## config.mk

```make
export PLATFORM = sky130hd
export DESIGN_NAME = rpn_token_sequencer
export DESIGN_NICKNAME = d
export VERILOG_FILES = /design/src/rtl/rpn_seq_pkg.sv /design/src/rtl/rpn_depth_ctr.sv /design/src/rtl/rpn_token_sequencer.sv
export SDC_FILE = /design/constraint.sdc
export NUM_CORES = 1
export LEC_CHECK = 0
export CAP_MARGIN = 20
export CORE_UTILIZATION = 47
export DETAILED_ROUTE_END_ITERATION = 12
export HOLD_SLACK_MARGIN = 0.15
export PLACE_DENSITY = 0.86
export SYNTH_ARGS = -nofsm -noshare
export SYNTH_HDL_FRONTEND = slang
export SYNTH_HIERARCHICAL = 1
export SYNTH_SLANG_ARGS = --single-unit
```

## constraint.sdc

```tcl
create_clock -name CLK -period 7.7 [get_ports CLK]
set_clock_uncertainty 0.2 [all_clocks]
set_input_delay 1.54 -clock CLK [delete_from_list [all_inputs] [get_ports CLK]]
set_output_delay 1.54 -clock CLK [all_outputs]
set_load 0.02 [all_outputs]
```

## src/rtl/rpn_seq_pkg.sv

```systemverilog
// Shared opcode and state encodings for the RPN token sequencer.
package rpn_seq_pkg;

  localparam int unsigned OPCODE_W = 3;

  localparam logic [OPCODE_W-1:0] OP_NOP  = 3'b000;
  localparam logic [OPCODE_W-1:0] OP_ADD  = 3'b100;
  localparam logic [OPCODE_W-1:0] OP_MUL  = 3'b101;
  localparam logic [OPCODE_W-1:0] OP_PUSH = 3'b110;
  localparam logic [OPCODE_W-1:0] OP_POP  = 3'b111;

  typedef enum logic [2:0] {
    ST_RUN     = 3'd0,
    ST_DRAIN   = 3'd1,
    ST_FINAL   = 3'd2,
    ST_CAPTURE = 3'd3,
    ST_FLUSH   = 3'd4,
    ST_HOLD    = 3'd5
  } state_t;

endpackage

```

## src/rtl/rpn_depth_ctr.sv

```systemverilog
// Saturating ALU stack depth tracker with full and fewer-than-two flags.
module rpn_depth_ctr #(
  parameter int unsigned STACK_DEPTH = 8,
  parameter int unsigned DW          = $clog2(STACK_DEPTH + 1)
) (
  input  logic          clk,
  input  logic          rst_n,
  input  logic          inc,
  input  logic          dec,
  output logic [DW-1:0] depth,
  output logic          full_c,
  output logic          lt2_c
);

  assign full_c = (depth == DW'(STACK_DEPTH));
  assign lt2_c  = (depth < DW'(2));

  always_ff @(posedge clk or negedge rst_n) begin
    if (!rst_n) begin
      depth <= '0;
    end else if (inc && !dec && !full_c) begin
      depth <= depth + DW'(1);
    end else if (dec && !inc && (depth != '0)) begin
      depth <= depth - DW'(1);
    end
  end

endmodule

```

## src/rtl/rpn_token_sequencer.sv

```systemverilog
// Converts an RPN token stream into ALU opcodes and returns the expression result.
// Optional error counter enabled by defining RPN_SEQ_ERRCNT_EN.
module rpn_token_sequencer
  import rpn_seq_pkg::*;
#(
  parameter int unsigned N           = 8,
  parameter int unsigned STACK_DEPTH = 8
) (
  input  logic                CLK,
  input  logic                RST_N,
  input  logic                tok_valid,
  output logic                tok_ready,
  input  logic                tok_is_op,
  input  logic                tok_op,
  input  logic [N-1:0]        tok_data,
  input  logic                tok_last,
  output logic [OPCODE_W-1:0] alu_opcode,
  output logic [N-1:0]        alu_data,
  input  logic [N-1:0]        alu_out,
  input  logic                alu_ovf,
  output logic                res_valid,
  input  logic                res_ready,
  output logic [N-1:0]        res_data,
  output logic                res_err,
  output logic                res_ovf,
  output logic [15:0]         err_count
);

  localparam int unsigned DW = $clog2(STACK_DEPTH + 1);

  state_t                state, state_nx;
  logic [OPCODE_W-1:0]   opcode_nx;
  logic [N-1:0]          data_nx;
  logic                  tok_ready_nx;
  logic                  res_valid_nx, res_err_nx, res_ovf_nx;
  logic [N-1:0]          res_data_nx;
  logic                  err_flag, err_flag_nx;
  logic                  arith_d;
  logic                  depth_inc, depth_dec;
  logic [DW-1:0]         depth;
  logic                  full_c, lt2_c;
  logic                  accept_c;
  logic                  tok_err_c;
  logic                  handshake_c;

  rpn_depth_ctr #(
    .STACK_DEPTH (STACK_DEPTH),
    .DW          (DW)
  ) u_depth (
    .clk    (CLK),
    .rst_n  (RST_N),
    .inc    (depth_inc),
    .dec    (depth_dec),
    .depth  (depth),
    .full_c (full_c),
    .lt2_c  (lt2_c)
  );

  assign accept_c    = tok_valid && tok_ready;
  assign handshake_c = res_valid && res_ready;

  // Next-state and next-output decode
  always_comb begin
    state_nx     = state;
    opcode_nx    = OP_NOP;
    data_nx      = '0;
    res_valid_nx = res_valid;
    res_data_nx  = res_data;
    res_err_nx   = res_err;
    res_ovf_nx   = res_ovf | (arith_d & alu_ovf);
    err_flag_nx  = err_flag;
    depth_inc    = 1'b0;
    depth_dec    = 1'b0;
    tok_err_c    = 1'b0;

    case (state)
      ST_RUN: begin
        if (accept_c) begin
          if (tok_is_op) begin
            if (lt2_c) begin
              tok_err_c = 1'b1;
            end else begin
              opcode_nx = tok_op ? OP_MUL : OP_ADD;
              depth_dec = 1'b1;
            end
          end else begin
            if (full_c) begin
              tok_err_c = 1'b1;
            end else begin
              opcode_nx = OP_PUSH;
              data_nx   = tok_data;
              depth_inc = 1'b1;
            end
          end
          if (tok_err_c) begin
            err_flag_nx = 1'b1;
            state_nx    = tok_last ? ST_FLUSH : ST_DRAIN;
          end else if (tok_last) begin
            state_nx = ST_FINAL;
          end
        end
      end

      ST_DRAIN: begin
        if (accept_c && tok_last) begin
          state_nx = ST_FLUSH;
        end
      end

      ST_FINAL: begin
        if (depth != DW'(1)) begin
          err_flag_nx = 1'b1;
          state_nx    = ST_FLUSH;
        end else begin
          opcode_nx = OP_POP;
          depth_dec = 1'b1;
          state_nx  = ST_CAPTURE;
        end
      end

      // ALU output is only valid once the POP has executed on the previous edge
      ST_CAPTURE: begin
        if (alu_opcode != OP_POP) begin
          res_data_nx  = alu_out;
          res_err_nx   = 1'b0;
          res_valid_nx = 1'b1;
          state_nx     = ST_HOLD;
        end
      end

      ST_FLUSH: begin
        if (depth != '0) begin
          opcode_nx = OP_POP;
          depth_dec = 1'b1;
        end else begin
          res_data_nx  = '0;
          res_err_nx   = 1'b1;
          res_valid_nx = 1'b1;
          state_nx     = ST_HOLD;
        end
      end

      ST_HOLD: begin
        if (handshake_c) begin
          res_valid_nx = 1'b0;
          res_data_nx  = '0;
          res_err_nx   = 1'b0;
          res_ovf_nx   = 1'b0;
          err_flag_nx  = 1'b0;
          state_nx     = ST_RUN;
        end
      end

      default: begin
        state_nx = ST_RUN;
      end
    endcase

    tok_ready_nx = (state_nx == ST_RUN) || (state_nx == ST_DRAIN);
  end

  // State and registered outputs
  always_ff @(posedge CLK or negedge RST_N) begin
    if (!RST_N) begin
      state      <= ST_RUN;
      alu_opcode <= OP_NOP;
      alu_data   <= '0;
      tok_ready  <= 1'b0;
      res_valid  <= 1'b0;
      res_data   <= '0;
      res_err    <= 1'b0;
      res_ovf    <= 1'b0;
      err_flag   <= 1'b0;
      arith_d    <= 1'b0;
    end else begin
      state      <= state_nx;
      alu_opcode <= opcode_nx;
      alu_data   <= data_nx;
      tok_ready  <= tok_ready_nx;
      res_valid  <= res_valid_nx;
      res_data   <= res_data_nx;
      res_err    <= res_err_nx;
      res_ovf    <= res_ovf_nx;
      err_flag   <= err_flag_nx;
      arith_d    <= (alu_opcode == OP_ADD) || (alu_opcode == OP_MUL);
    end
  end

`ifdef RPN_SEQ_ERRCNT_EN
  // Counts delivered error results, saturating
  always_ff @(posedge CLK or negedge RST_N) begin
    if (!RST_N) begin
      err_count <= '0;
    end else if (handshake_c && res_err && (err_count != 16'hFFFF)) begin
      err_count <= err_count + 16'd1;
    end
  end
`else
  assign err_count = 16'h0000;
`endif

endmodule

```

==> metrics.txt, run 1 <==
Num CTS Buffers 5; Total GRT Usage 18.2%; detailed router's first-iteration violation count 38; cts hold-fix bufs 0; Yosys cell types 50; synthesized area per cell about 11 µm²; synth-to-layout area growth 29.6%; CP Class input pin to flop; Bufs on Longest Clock Path 2; HPWL after DPL between 2000 and 2500 µm; largest area contributor in the netlist dfrtp_1; Slew HR 50.3%; first-pass GRT wire length 4820 µm; type of the worst min-delay path flop to flop; GR peak layer met2; layout cells sized above 1 11.1%; GR Util met1 21.8%; most frequent cells in the layout clkdlybuf4s50_1 (46), dfrtp_1 (31), conb_1 (16); met2 Track Usage GR 29.2%; most common cell after layout, fill and taps aside clkdlybuf4s50_1; number of global-route vias before repair 1071; die outline height 61.8 µm; area share of the largest cell type after synthesis 46.1%; worst slew pin tran 0.741 ns; Syn Std Cell Area 1680 µm²; share of synthesized registers carrying an async set or reset 100%; Resized cells post-CTS 0; Seq cells post-synth 31; Worst-path clk slew around 0.090 ns; Pre-antenna DRT Iters 4; Initial Util 49.6%; vias 1208; maximum vdd drop approximately 0.00016 V; Ant. Diodes 0; PortBufs 46; vias per inst 4.77; drt total wl 3140 µm; number of max-cap violations 0; Final Cycle Share between 50% and 60%; final setup fails 0; Post-Synthesis Cells 157; CTS Root Cell clkbuf_4; EDFF count, synth 0; yosys warns 6; Worst Path Arrival 4.34 ns; Antenna Nets Post-Route 0; critical path fanouts, max 15; antenna violations before repair 0; Row Count 21; final hold vios 0; post-layout instance area about 2200 µm²; status complete, no violations; largest cells by area after synthesis dfrtp_1 (46%), buf_4 (7.1%), mux2i_1 (5.9%); RSZ-0062 raised after global routing no; met3 usage about 5.6%; leakage 1.07 nW; RD Place Congestion 0.829; Slew Viols, Final 0; I/O pin total 63; average wire per cell in the routed design 12.4 µm; Setup crit end kind flop; Seq/Total Area, Yosys about 46%; pwr dens 337 nW/µm²; die area 3820 µm²; H-tree levels 2; Final min period 4.36 ns; drt drc 0; global route overflow 0; CP required around 7.7 ns; largest net degree at the start of global routing 32; fin nets 234; Clock Latency Late Sink roughly 0.33 ns; Top FF cell, synth dfrtp_1; Final TNS setup 0 ns; Die W 61.8 µm; Startpoint Class input pin; placed cell area 2120 µm²; setup bufs post-CTS 0; CTS Sinks 31; Max Freq 229 MHz; CTS tree built; core region area 3390 µm²
## state kept, by name (all words and copies together), names as in the netlist
name / flops
alu_data: 8
alu_opcode: 3
arith_d: 1
res_data: 8
res_err: 1
res_ovf: 1
res_valid: 1
state: 3
tok_ready: 1
u_depth/depth: 4
## cells in the mapped netlist, types with 2 or more instances
| cell type | n |
|---|---|
| a21oi_1 | 6 |
| nand3b_1 | 2 |
| o21ai_1 | 2 |
| and2_1 | 9 |
| mux2_4 | 2 |
| nand2_1 | 12 |
| nand3_1 | 3 |
| nand2b_1 | 4 |
| nor2_1 | 6 |
| xor2_1 | 2 |
| nor3_1 | 2 |
| ha_1 | 2 |
| mux2i_1 | 10 |
| dfrtp_1 | 31 |
| buf_4 | 16 |
| inv_1 | 11 |
| a21o_1 | 2 |
| o21ai_0 | 3 |
## metal layers
layer	share of wire, %	wire length, µm
met1	45	1420
met2	48	1520
met3	4.0	126
met4	2.4	74
met5	0	0
## critical path, cell delays in order
cell	delay, ns
clkdlybuf4s50_1	0.50
nand3_1	0.14
nor3_2	0.59
or3b_4	0.49
ha_1	0.29
a21o_1	0.18
a2111oi_0	0.38
o21a_1	0.18
a211oi_1	0.04
## area by class of cell
| type | instances | area, µm² |
|---|---|---|
| fillers | 263 | 1210 |
| multi-input cells | 111 | 782 |
| clock inverters | 1 | 5.00 |
| inverters | 11 | 41.3 |
| clock buffers | 6 | 51.3 |
| flip-flops and latches | 31 | 776 |
| well taps | 46 | 57.6 |
| repair buffers | 47 | 468 |
## through the flow
step                      setup slack, ns  hold slack [ns]  cells  utilization (%)  total power, mW
after floorplan                      3.83            0.263    172                -            0.515
final                                3.34            0.288    253             64.3            0.735
after detailed placement             2.98            0.269    246             62.7            0.643
after global routing                 3.14            0.321    253             64.3            0.793
after CTS                            3.34            0.290    253             64.3            0.741
after global placement               3.06            0.263    246             62.7            0.630
## report_power, final
part,switching (mW),internal [mW],total [mW]
logic,0.178,0.178,0.356
clock network,0.0528,0.0422,0.0950
registers,0.0628,0.221,0.283
## worst paths after layout
kind	startpoint	end	slack, ns	cells past startpoint
max	tok_valid	u_depth/depth[3]$_DFFE_PN0P_	3.34	9
min	res_err$_DFFE_PN0P_	res_err$_DFFE_PN0P_	0.29	1
max reg2reg	state[0]$_DFF_PN0_	u_depth/depth[3]$_DFFE_PN0P_	4.25	9
min reg2reg	res_err$_DFFE_PN0P_	res_err$_DFFE_PN0P_	0.29	1
max in group asynchronous	RST_N	alu_opcode[0]$_DFF_PN0_	5.61	2
min in group asynchronous	RST_N	res_valid$_DFFE_PN0P_	1.40	2
## cell families (layout without fill, tap and decap cells)
group / Yosys count / count (layout) / share of synthesized area, %
AO/OA/AOI/OAI: 24 / 24 / 10.7
XOR/XNOR: 2 / 2 / 1.04
other: 1 / 16 / 0.223
AND/OR/NAND/NOR: 53 / 53 / 20.1
adder cells (fa/ha/maj): 3 / 3 / 2.68
flip-flops: 31 / 31 / 46.1
buffers and inverters: 30 / 65 / 10.8
multiplexers: 13 / 13 / 8.40
Power figures use the tool's default switching activity.
==> run 2: changes to the inputs <==
--- a/config.mk
+++ b/config.mk
@@ -6,10 +6,10 @@
 export NUM_CORES = 1
 export LEC_CHECK = 0
 export CAP_MARGIN = 20
-export CORE_UTILIZATION = 47
+export CORE_UTILIZATION = 44
 export DETAILED_ROUTE_END_ITERATION = 12
 export HOLD_SLACK_MARGIN = 0.15
-export PLACE_DENSITY = 0.86
+export PLACE_DENSITY = 0.82
 export SYNTH_ARGS = -nofsm -noshare
 export SYNTH_HDL_FRONTEND = slang
 export SYNTH_HIERARCHICAL = 1
==> constraint.sdc (replaced) <==
create_clock -name CLK -period 4.1 [get_ports CLK]
set_clock_uncertainty 0.2 [all_clocks]
set_input_delay 0.82 -clock CLK [delete_from_list [all_inputs] [get_ports CLK]]
set_output_delay 0.82 -clock CLK [all_outputs]
set_load 0.02 [all_outputs]
==> run 2 against run 1 <==
  * Sequential share of layout area decreased by 1.1 points
  * Combinational power increased by 88%
  * Utilization decreased by 2.8 points
  * Via count increased by 1.9%
  * Critical path depth increased by 1
  * Sequential power increased by 88%
  * Setup slack got worse by 2.5 ns
  * Clock-buffer cell count unchanged
  * Highest routed layer unchanged
==> metrics.txt, run 2 (synthesized netlist as in run 1, its figures left out) <==
Initial Util 46.0% (-3.7 points); global route overflow 0 (unchanged); type of the worst min-delay path flop to flop; CP required 4.06 ns (-3.62 ns); vias per inst 4.79 (+0.32%); power share of the combinational group 44.2% (-4.3 points); worst slew pin tran 0.499 ns (-0.242 ns); Resized cells post-CTS 0 (unchanged); CP Cell Sequence clkdlybuf4s50_1 -> nand3_1 -> or3b_1 -> nand2_1 -> or3b_4 -> ha_1 -> a21o_1 -> a2111oi_0 -> o21a_1 -> a211oi_1; largest net degree at the start of global routing 32 (unchanged); Final Cycle Share roughly 79%; detailed router's first-iteration violation count 51 (+34%); average wire per cell in the routed design 12.3 µm (-1.0%); Worst Path Arrival 3.21 ns (-1.13 ns); die area 4080 µm² (+6.6%); Total GRT Usage 16.8% (-1.4 points); Ant. Diodes 0 (unchanged); antenna violations before repair 0 (unchanged); CTS Root Cell clkbuf_8; Row Count 22 (+4.8%); first-pass GRT wire length 5260 µm (+9.3%); final cell count without fillers 257 (+1.6%); Antenna Nets Post-Route 0 (unchanged); Num CTS Buffers 5 (unchanged); HPWL after DPL 2330 µm (+0.12%); Setup crit end kind flop; switching share of total power 37.3% (-2.7 points); post-layout instance area 2250 µm² (+3.3%); CTS Sinks 31 (unchanged); I/O pin total 63 (unchanged); CP Class input pin to flop; pre-CTS setup slack 0.557 ns (-2.42 ns); final setup fails 0 (unchanged); leakage 1.10 nW (+3.0%); P_int 947 µW (+120%); status complete, no violations; Clk pwr share 20.6% (+7.7 points); synth-to-layout area growth 33.8%; setup bufs post-CTS 0 (unchanged); number of max-cap violations 0 (unchanged); fin nets 235 (+0.43%); fillers 328 (+25%); Slew HR 66.6% (+16 points); layout cells sized above 1 12.0% (+0.85 points); Startpoint Class input pin; net switching power 564 µW (+92%); Seq pwr share 35.2% (-3.4 points); Bufs on Longest Clock Path 2 (unchanged); Tot Pwr 1.51 mW (+110%); placed cells 249 (+1.2%); die outline height 63.8 µm (+3.3%); pwr dens 671 nW/µm² (+99%); Slowest-stage cell, CP clkdlybuf4s50_1; most frequent cells in the layout clkdlybuf4s50_1 (46), dfrtp_1 (31), conb_1 (16); H-tree levels 2 (unchanged); drt total wl 3160 µm (+0.54%); final hold vios 0 (unchanged); Final min period 3.25 ns; core region area 3660 µm² (+8.0%); number of global-route vias before repair 1131 (+5.6%); RSZ-0062 raised after global routing no; Die W 63.8 µm (+3.3%); critical path fanouts, max 5 (-10); vias 1231 (+1.9%); Util after Layout 61.5% (-2.8 points); Final WS setup 0.854 ns (-2.48 ns); critical path's largest stage delay 0.49 ns (-0.10 ns); Multi-input gate area 782 µm² (unchanged); CTS tree built; Final TNS setup 0 ns (unchanged); Max Freq just over 300 MHz; RD Place Congestion 0.784 (-5.4%); Worst-path clk slew 0.07 ns (-0.02 ns); Slew Viols, Final 0 (unchanged); placed cell area 2130 µm² (+0.47%); cts hold-fix bufs 0 (unchanged); most common cell after layout, fill and taps aside clkdlybuf4s50_1; PortBufs 46 (unchanged); Clock Latency Late Sink 0.28 ns (-0.05 ns); Fin Hold WS 0.288 ns (-0.000147 ns); drt drc 0 (unchanged); maximum vdd drop 0.000268 V (+71%); FF+latch area 776 µm² (unchanged); largest registers alu_data x8, res_data x8, u_depth/depth x4; Pre-antenna DRT Iters 4 (unchanged)
## run 2: area by class of cell
| class | instances | area share (%) |
|---|---|---|
| sequential | 31 | 34.4 |
| clock inverter | 2 | 1.56 |
| inverter | 11 | 1.83 |
| clock buffer | 6 | 3.67 |
| timing repair buffer | 48 | 21.1 |
| multi-input combinational | 111 | 34.7 |
| tap | 48 | 2.67 |
## run 2: power groups by stage
stage / clock (mW) / combinational [mW] / sequential (mW)
after floorplan: 0 / 0.365 / 0.603
after detailed placement: 0 / 0.670 / 0.541
after global placement: 0 / 0.658 / 0.534
after CTS: 0.317 / 0.674 / 0.534
after global routing: 0.333 / 0.725 / 0.552
final: 0.311 / 0.668 / 0.532
## run 2: worst max-delay path: cells and delay by family
kind / cells / cell delay, ns
buffers and inverters: 1 / 0.49
and+or+nand+nor: 4 / 0.89
AOI/OAI and AO/OA: 4 / 0.78
adders and majority gates: 1 / 0.23
## run 2: layer usage
metal	global-route usage [%]	wire length (µm)	vias up
li1	-	-	608
met1	20.7	1430	587
met2	28.3	1560	32
met3	3.93	115	4
met4	6.82	50	0
met5	0	0	-
## run 2: final timing paths
| check | cells after the start | startpoint | end | slack [ns] |
|---|---|---|---|---|
| max in group asynchronous | 2 | RST_N | res_data[7]$_DFFE_PN0P_ | 2.68 |
| worst min register to register | 1 | res_err$_DFFE_PN0P_ | res_err$_DFFE_PN0P_ | 0.29 |
| worst max register to register | 10 | state[1]$_DFF_PN0_ | u_depth/depth[3]$_DFFE_PN0P_ | 0.86 |
| worst min-delay path | 1 | res_err$_DFFE_PN0P_ | res_err$_DFFE_PN0P_ | 0.29 |
| worst max-delay path | 10 | tok_valid | u_depth/depth[3]$_DFFE_PN0P_ | 0.85 |
| min in group asynchronous | 2 | RST_N | tok_ready$_DFF_PN0_ | 0.73 |
